### src/rtl/win_sprite_motion_if.sv
// Control/position bundle between the game logic, the win sprite motion block and the sprite renderer.
interface win_sprite_motion_if;
    logic        frame_tick;
    logic        win_trigger;
    logic        clear;
    logic [10:0] win_x;
    logic [9:0]  win_y;
    logic        win_visible;
    logic        settled;

    modport master (
        output frame_tick, win_trigger, clear,
        input  win_x, win_y, win_visible, settled
    );

    modport slave (
        input  frame_tick, win_trigger, clear,
        output win_x, win_y, win_visible, settled
    );
endinterface

### src/rtl/win_sprite_motion.sv
// Win sprite position generator: slides in from the top edge to centre, then bounces
// diagonally inside the active area, stepping once per frame_tick.
module win_sprite_motion #(
    parameter int unsigned H_ACTIVE = 640,
    parameter int unsigned V_ACTIVE = 480,
    parameter int unsigned SPRITE   = 256,
    parameter int unsigned STEP     = 4
) (
    input  logic               clk,
    input  logic               reset_n,
    win_sprite_motion_if.slave bus
);

    localparam int unsigned X_MAX_I = H_ACTIVE - SPRITE;
    localparam int unsigned Y_MAX_I = V_ACTIVE - SPRITE;

    localparam logic [11:0] X_MAX_W = 12'(X_MAX_I);
    localparam logic [10:0] Y_MAX_W = 11'(Y_MAX_I);
    localparam logic [10:0] Y_CEN_W = 11'(Y_MAX_I / 2);
    localparam logic [11:0] STEP_XW = 12'(STEP);
    localparam logic [10:0] STEP_YW = 11'(STEP);
    localparam logic [10:0] X_MAX_O = 11'(X_MAX_I);
    localparam logic [9:0]  Y_MAX_O = 10'(Y_MAX_I);
    localparam logic [10:0] X_CEN_O = 11'(X_MAX_I / 2);
    localparam logic [9:0]  Y_CEN_O = 10'(Y_MAX_I / 2);

    typedef enum logic [1:0] {IDLE, ENTER, BOUNCE} state_e;
    typedef enum logic {DIR_FWD, DIR_REV} dir_e;

    state_e      state_q, state_d;
    dir_e        dir_x_q, dir_x_d;
    dir_e        dir_y_q, dir_y_d;
    logic [10:0] x_q, x_d;
    logic [9:0]  y_q, y_d;
    logic        visible_q, visible_d;
    logic        settled_q, settled_d;

    logic [11:0] x_inc;
    logic [10:0] y_inc;
    logic [10:0] x_dec;
    logic [9:0]  y_dec;

    always_comb begin
        state_d = state_q;
        dir_x_d = dir_x_q;
        dir_y_d = dir_y_q;
        x_d     = x_q;
        y_d     = y_q;
        // Widened sums so a step near the bound cannot wrap before the compare.
        x_inc   = {1'b0, x_q} + STEP_XW;
        y_inc   = {1'b0, y_q} + STEP_YW;
        x_dec   = x_q - 11'(STEP);
        y_dec   = y_q - 10'(STEP);

        if (bus.clear) begin
            state_d = IDLE;
            dir_x_d = DIR_FWD;
            dir_y_d = DIR_FWD;
            x_d     = X_CEN_O;
            y_d     = '0;
        end else begin
            case (state_q)
                IDLE: begin
                    dir_x_d = DIR_FWD;
                    dir_y_d = DIR_FWD;
                    x_d     = X_CEN_O;
                    y_d     = '0;
                    if (bus.win_trigger) state_d = ENTER;
                end
                ENTER: begin
                    x_d = X_CEN_O;
                    if (bus.frame_tick) begin
                        if (y_inc >= Y_CEN_W) begin
                            y_d     = Y_CEN_O;
                            state_d = BOUNCE;
                        end else begin
                            y_d = y_inc[9:0];
                        end
                    end
                end
                BOUNCE: begin
                    if (bus.frame_tick) begin
                        if (dir_x_q == DIR_FWD) begin
                            if (x_inc >= X_MAX_W) begin
                                x_d     = X_MAX_O;
                                dir_x_d = DIR_REV;
                            end else begin
                                x_d = x_inc[10:0];
                            end
                        end else if ({1'b0, x_q} <= STEP_XW) begin
                            x_d     = '0;
                            dir_x_d = DIR_FWD;
                        end else begin
                            x_d = x_dec;
                        end

                        if (dir_y_q == DIR_FWD) begin
                            if (y_inc >= Y_MAX_W) begin
                                y_d     = Y_MAX_O;
                                dir_y_d = DIR_REV;
                            end else begin
                                y_d = y_inc[9:0];
                            end
                        end else if ({1'b0, y_q} <= STEP_YW) begin
                            y_d     = '0;
                            dir_y_d = DIR_FWD;
                        end else begin
                            y_d = y_dec;
                        end
                    end
                end
                default: state_d = IDLE;
            endcase
        end

        visible_d = (state_d != IDLE);
        settled_d = (state_d == BOUNCE);
    end

    always_ff @(posedge clk or negedge reset_n) begin
        if (!reset_n) begin
            state_q   <= IDLE;
            dir_x_q   <= DIR_FWD;
            dir_y_q   <= DIR_FWD;
            x_q       <= X_CEN_O;
            y_q       <= '0;
            visible_q <= 1'b0;
            settled_q <= 1'b0;
        end else begin
            state_q   <= state_d;
            dir_x_q   <= dir_x_d;
            dir_y_q   <= dir_y_d;
            x_q       <= x_d;
            y_q       <= y_d;
            visible_q <= visible_d;
            settled_q <= settled_d;
        end
    end

    assign bus.win_x       = x_q;
    assign bus.win_y       = y_q;
    assign bus.win_visible = visible_q;
    assign bus.settled     = settled_q;

endmodule

### src/flat_wrapper.sv
// flat-port wrapper written by rule: the top's interface ports become plain ports
module win_sprite_motion_flat 
#(
    parameter int unsigned H_ACTIVE = 640,
    parameter int unsigned V_ACTIVE = 480,
    parameter int unsigned SPRITE   = 256,
    parameter int unsigned STEP     = 4
)
  (clk, reset_n, bus_frame_tick, bus_win_trigger, bus_clear, bus_win_x, bus_win_y, bus_win_visible, bus_settled);
  win_sprite_motion_if bus_i ();
  input  logic clk;
  input  logic reset_n;
  input wire logic [$bits(bus_i.frame_tick)-1:0] bus_frame_tick;
  input wire logic [$bits(bus_i.win_trigger)-1:0] bus_win_trigger;
  input wire logic [$bits(bus_i.clear)-1:0] bus_clear;
  output wire logic [$bits(bus_i.win_x)-1:0] bus_win_x;
  output wire logic [$bits(bus_i.win_y)-1:0] bus_win_y;
  output wire logic [$bits(bus_i.win_visible)-1:0] bus_win_visible;
  output wire logic [$bits(bus_i.settled)-1:0] bus_settled;
  assign bus_i.frame_tick = bus_frame_tick;
  assign bus_i.win_trigger = bus_win_trigger;
  assign bus_i.clear = bus_clear;
  assign bus_win_x = bus_i.win_x;
  assign bus_win_y = bus_i.win_y;
  assign bus_win_visible = bus_i.win_visible;
  assign bus_settled = bus_i.settled;
  win_sprite_motion #(.H_ACTIVE(H_ACTIVE), .V_ACTIVE(V_ACTIVE), .SPRITE(SPRITE), .STEP(STEP)) u_core (.clk(clk), .reset_n(reset_n), .bus(bus_i));
endmodule
### config.mk
export PLATFORM = sky130hd
export DESIGN_NAME = win_sprite_motion_flat
export DESIGN_NICKNAME = d
export VERILOG_FILES = /design/src/rtl/win_sprite_motion_if.sv /design/src/rtl/win_sprite_motion.sv /design/src/flat_wrapper.sv
export SDC_FILE = /design/constraint.sdc
export NUM_CORES = 1
export LEC_CHECK = 0
export ABC_AREA = 1
export BUFFER_PORTS_ARGS = -buffer_cell sky130_fd_sc_hd__clkbuf_2
export CORE_MARGIN = 4
export CORE_UTILIZATION = 40
export CTS_CLUSTER_DIAMETER = 60
export CTS_CLUSTER_SIZE = 16
export DETAILED_ROUTE_END_ITERATION = 8
export GPL_TIMING_DRIVEN = 1
export PLACE_DENSITY_LB_ADDON = 0.2
export SETUP_SLACK_MARGIN = 0.2
export SYNTH_ARGS = -nofsm -noshare
export SYNTH_HDL_FRONTEND = slang
export SYNTH_SLANG_ARGS = --single-unit
export TNS_END_PERCENT = 50
### constraint.sdc
create_clock -name clk -period 3.63 [get_ports clk]
set_clock_uncertainty 0.15 [all_clocks]
set_input_delay 0.1815 -clock clk [delete_from_list [all_inputs] [get_ports clk]]
set_output_delay 0.1815 -clock clk [all_outputs]
set_load 0.03 [all_outputs]
==> results.yml <==
run_status:
  status: "finished clean"
die:
  core_region_area_um2: 5070
  die_height_um: 80.3
  io_pins: 28
  die_area_um2: 6450
  die_w_um: 80.3
  start_util_pct: 41.2
  row_count: 26
min_path:
  hold_path.class: "in2reg"
sta:
  setup_viol: 0
  maxSlewViolCount: 0
  tns_ns: 0
  period_minus_slack_ns: 2.31
  fin_hold_ws_ns: 0.130
  max_slew_margin_pct: 59.5
  rsz0062_at_grt: "false"
  timing.fmax_mhz: 433
  worst_slew_pin_slew_ns: 0.607
  hold_violations: 0
  period_share_pct: 63.6
route:
  post-route-drc-count: 0
  wl_per_cell_um: 11.9
  vias: 1925
  wirelength_um: 4770
  ant_nets: 0
  drt_first_iter_violations: 96
  vias_per_cell: 4.81
  dr.pass1.iters: 4
critical_path:
  cp_top_family: "buffers and inverters"
  cp-start-kind: "flip-flop"
  cp_max_fo: 8
  crit_type: "reg2reg"
  cp_slowest_cell: "dfrtp_1"
  crit_chain: "inv_1 > ha_1 > inv_1 > nand4_1 > nand2_2 > inv_2 > nand2_1 > inv_1 > nand4_1 > a21oi_1"
  crit_top_cell: "inv_1"
  end_kind: "flip-flop"
  slowest_delay_ns: 0.41
  cp.arrival_ns: 2.36
  critPathRequiredTime_ns: 3.68
  path_buf_inv: 4
grt:
  grt_max_degree: 24
  grtUsageTotal_pct: 16.1
  grt_pass1_vias: 1894
  antenna_found_initial: 0
  grt_pass1_wl_um: 8420
  grt-ovfl-total: 0
pwr:
  switching_share_pct: 31.4
  p_int_uw: 374
  power_frac_clock_pct: 29.7
  switching_power_uw: 171
  combPwrFrac_pct: 20.9
  leakage_uw: 0.00127
  powerDensity_nw_per_um2: 237
  p_total_uw: 546
  ir_worst_vdd_mv: 0.153
  seqPwrFrac_pct: 49.4
synthesis:
  synth_area_um2: 2090
  yosysSeqAreaShare_pct: 27.6
  ys_types: 34
  syn_avg_cell_area_um2: 6.79
  yosysWarnings: 0
  synth_seq_cells: 23
  netlist_instances: 308
place:
  dp_hpwl_um: 3830
  place_congestion: 0.936
  io_buffers: 23
  dp.cells: 395
cts:
  cts_tree: "yes"
  cts_buffers: 3
  clk_pin_slew_ns: 0.09
  cts_setup_buffers: 0
  numClockSinks: 23
  clk_latency_ns: 0.26
  htreeDepth: 1
  cts_buffer_depth: 2
  cts_root_buf: "clkbuf_8"
run:
  max_cap_viol_count: 0
layout:
  layout.nets: 347
  post_layout_nonfiller_instances: 400
  area.growth.synth_to_final_pct: 10.1
  n_fill_cell: 536
  drive_gt1_share_pct: 17.9
  n_antenna_cell: 0
## power by group through the flow
stage	Sequential, uW	Clock [uW]	Combinational [uW]
floorplan	283	0	76.1
global placement	274	0	115
detailed placement	275	0	114
CTS	270	172	115
global route	272	182	128
finish	270	162	114
## per-layer routing
metal | track usage [%] | vias to the layer above | routed length [um]
met5 | 0 | - | 0
met4 | 4.56 | 0 | 21
met3 | 1.91 | 2 | 170
met2 | 25.2 | 43 | 2110
met1 | 23.0 | 861 | 2460
li1 | - | 1019 | -
## cells in the final DEF (no fill, tap or decap)
cell / netlist / layout
nand2_1: 75 / 75
inv_1: 45 / 45
nor2_1: 27 / 27
nand3_1: 26 / 26
clkbuf_2: 0 / 23
dfrtp_1: 21 / 21
o21ai_0: 13 / 13
a21oi_1: 12 / 12
ha_1: 11 / 11
nand2_2: 9 / 9
nand4_1: 9 / 9
xor2_1: 9 / 9
nor2_2: 5 / 5
nand3_2: 4 / 4
o21ai_1: 4 / 4
nor3_1: 4 / 4
conb_1: 1 / 4
nand2_4: 3 / 3
inv_2: 3 / 3
o22ai_1: 3 / 3
clkbuf_8: 0 / 3
xnor2_1: 2 / 2
o211ai_1: 2 / 2
dfstp_2: 2 / 2
nor2_8: 1 / 1
nand4_4: 1 / 1
a21oi_4: 1 / 1
o31ai_1: 1 / 1
a21oi_2: 1 / 1
nand3b_1: 1 / 1
a31oi_1: 1 / 1
nor2_4: 1 / 1
or2_2: 1 / 1
clkinvlp_4: 0 / 1
dlygate4sd3_1: 0 / 1
## area by class of cell
| class | instances | area, um^2 | share of cell area [%] |
|---|---|---|---|
| multi-input cells | 231 | 1280 | 55.7 |
| flip-flops and latches | 23 | 578 | 25.1 |
| inverters | 48 | 180 | 7.82 |
| repair buffers | 24 | 125 | 5.43 |
| well taps | 70 | 87.6 | 3.80 |
| clock buffers | 3 | 41.3 | 1.79 |
| clock inverters | 1 | 7.51 | 0.326 |
## flip-flops by register name (all words and copies together), names as in the netlist
name and count:
u_core.bus.win_x 9, u_core.dir_y_q 1, u_core.bus.settled 1, u_core.dir_x_q 1, u_core.bus.win_y 8, u_core.bus.win_visible 1
u_core.state_q 2
## kinds of logic after synthesis
kind of cell	Yosys count	share of synthesized area, %
simple gates	167	39.1
buf+inv	57	11.5
compound gates	38	10.4
flops	23	27.6
xor+xnor	11	4.61
fa+ha+maj	11	6.58
other cells	1	0.179
## metrics by stage
step                util, %  instance area [um^2]  setup slack (ns)
CTS                    45.4                  2300              1.34
floorplan                 -                  2100              1.62
global route           45.4                  2300              1.14
finish                 45.4                  2300              1.32
detailed placement     44.2                  2240              1.36
global placement       44.2                  2240              1.32
## cells in the mapped netlist
library cell | count | share of area [%]
a21oi_1 | 12 | 2.9
a21oi_2 | 1 | 0.42
a21oi_4 | 1 | 0.78
a31oi_1 | 1 | 0.30
buf_2 | 1 | 0.24
buf_4 | 7 | 2.5
clkbuf_1 | 1 | 0.18
conb_1 | 1 | 0.18
dfrtp_1 | 21 | 25
dfstp_2 | 2 | 2.5
ha_1 | 11 | 6.6
inv_1 | 45 | 8.1
inv_2 | 3 | 0.54
nand2_1 | 75 | 13
nand2_2 | 9 | 2.7
nand2_4 | 3 | 1.6
nand3_1 | 26 | 6.2
nand3_2 | 4 | 1.9
nand3b_1 | 1 | 0.36
nand4_1 | 9 | 2.7
nand4_4 | 1 | 1.0
nor2_1 | 27 | 4.8
nor2_2 | 5 | 1.5
nor2_4 | 1 | 0.54
nor2_8 | 1 | 0.96
nor3_1 | 4 | 0.96
o211ai_1 | 2 | 0.72
o21ai_0 | 13 | 3.1
o21ai_1 | 4 | 0.96
o22ai_1 | 3 | 0.90
o31ai_1 | 1 | 0.36
or2_2 | 1 | 0.30
xnor2_1 | 2 | 0.84
xor2_1 | 9 | 3.8
## path summary, 6_finish.rpt
check / from / endpoint / slack, ns / cells after the start
max: u_core.state_q[0]$_DFF_PN0_ / u_core.bus.win_x[2]$_DFFE_PN0P_ / 1.32 / 10
max in group asynchronous: reset_n / u_core.state_q[1]$_DFF_PN0_ / 2.62 / 2
min reg2reg: u_core.bus.win_x[7]$_DFFE_PN1P_ / u_core.bus.win_x[7]$_DFFE_PN1P_ / 0.39 / 2
max reg2reg: u_core.state_q[0]$_DFF_PN0_ / u_core.bus.win_x[2]$_DFFE_PN0P_ / 1.32 / 10
min in group asynchronous: reset_n / u_core.bus.win_x[2]$_DFFE_PN0P_ / 0.31 / 2
min: bus_win_trigger / u_core.state_q[0]$_DFF_PN0_ / 0.13 / 5
## worst min-delay path: stages
cell and delay, ns:
clkbuf_2 0.09, nand2_1 0.05, nand2_1 0.04, nand2_1 0.09, a21oi_4 0.05
## timing repair
item                                   in CTS  in global routing
gates resized for setup                     0                  0
hold buffers                                1                  0
setup endpoints to repair                   0                  0
endpoints found under the hold margin      21                  0
No activity file was read; power rests on OpenSTA's default activity.
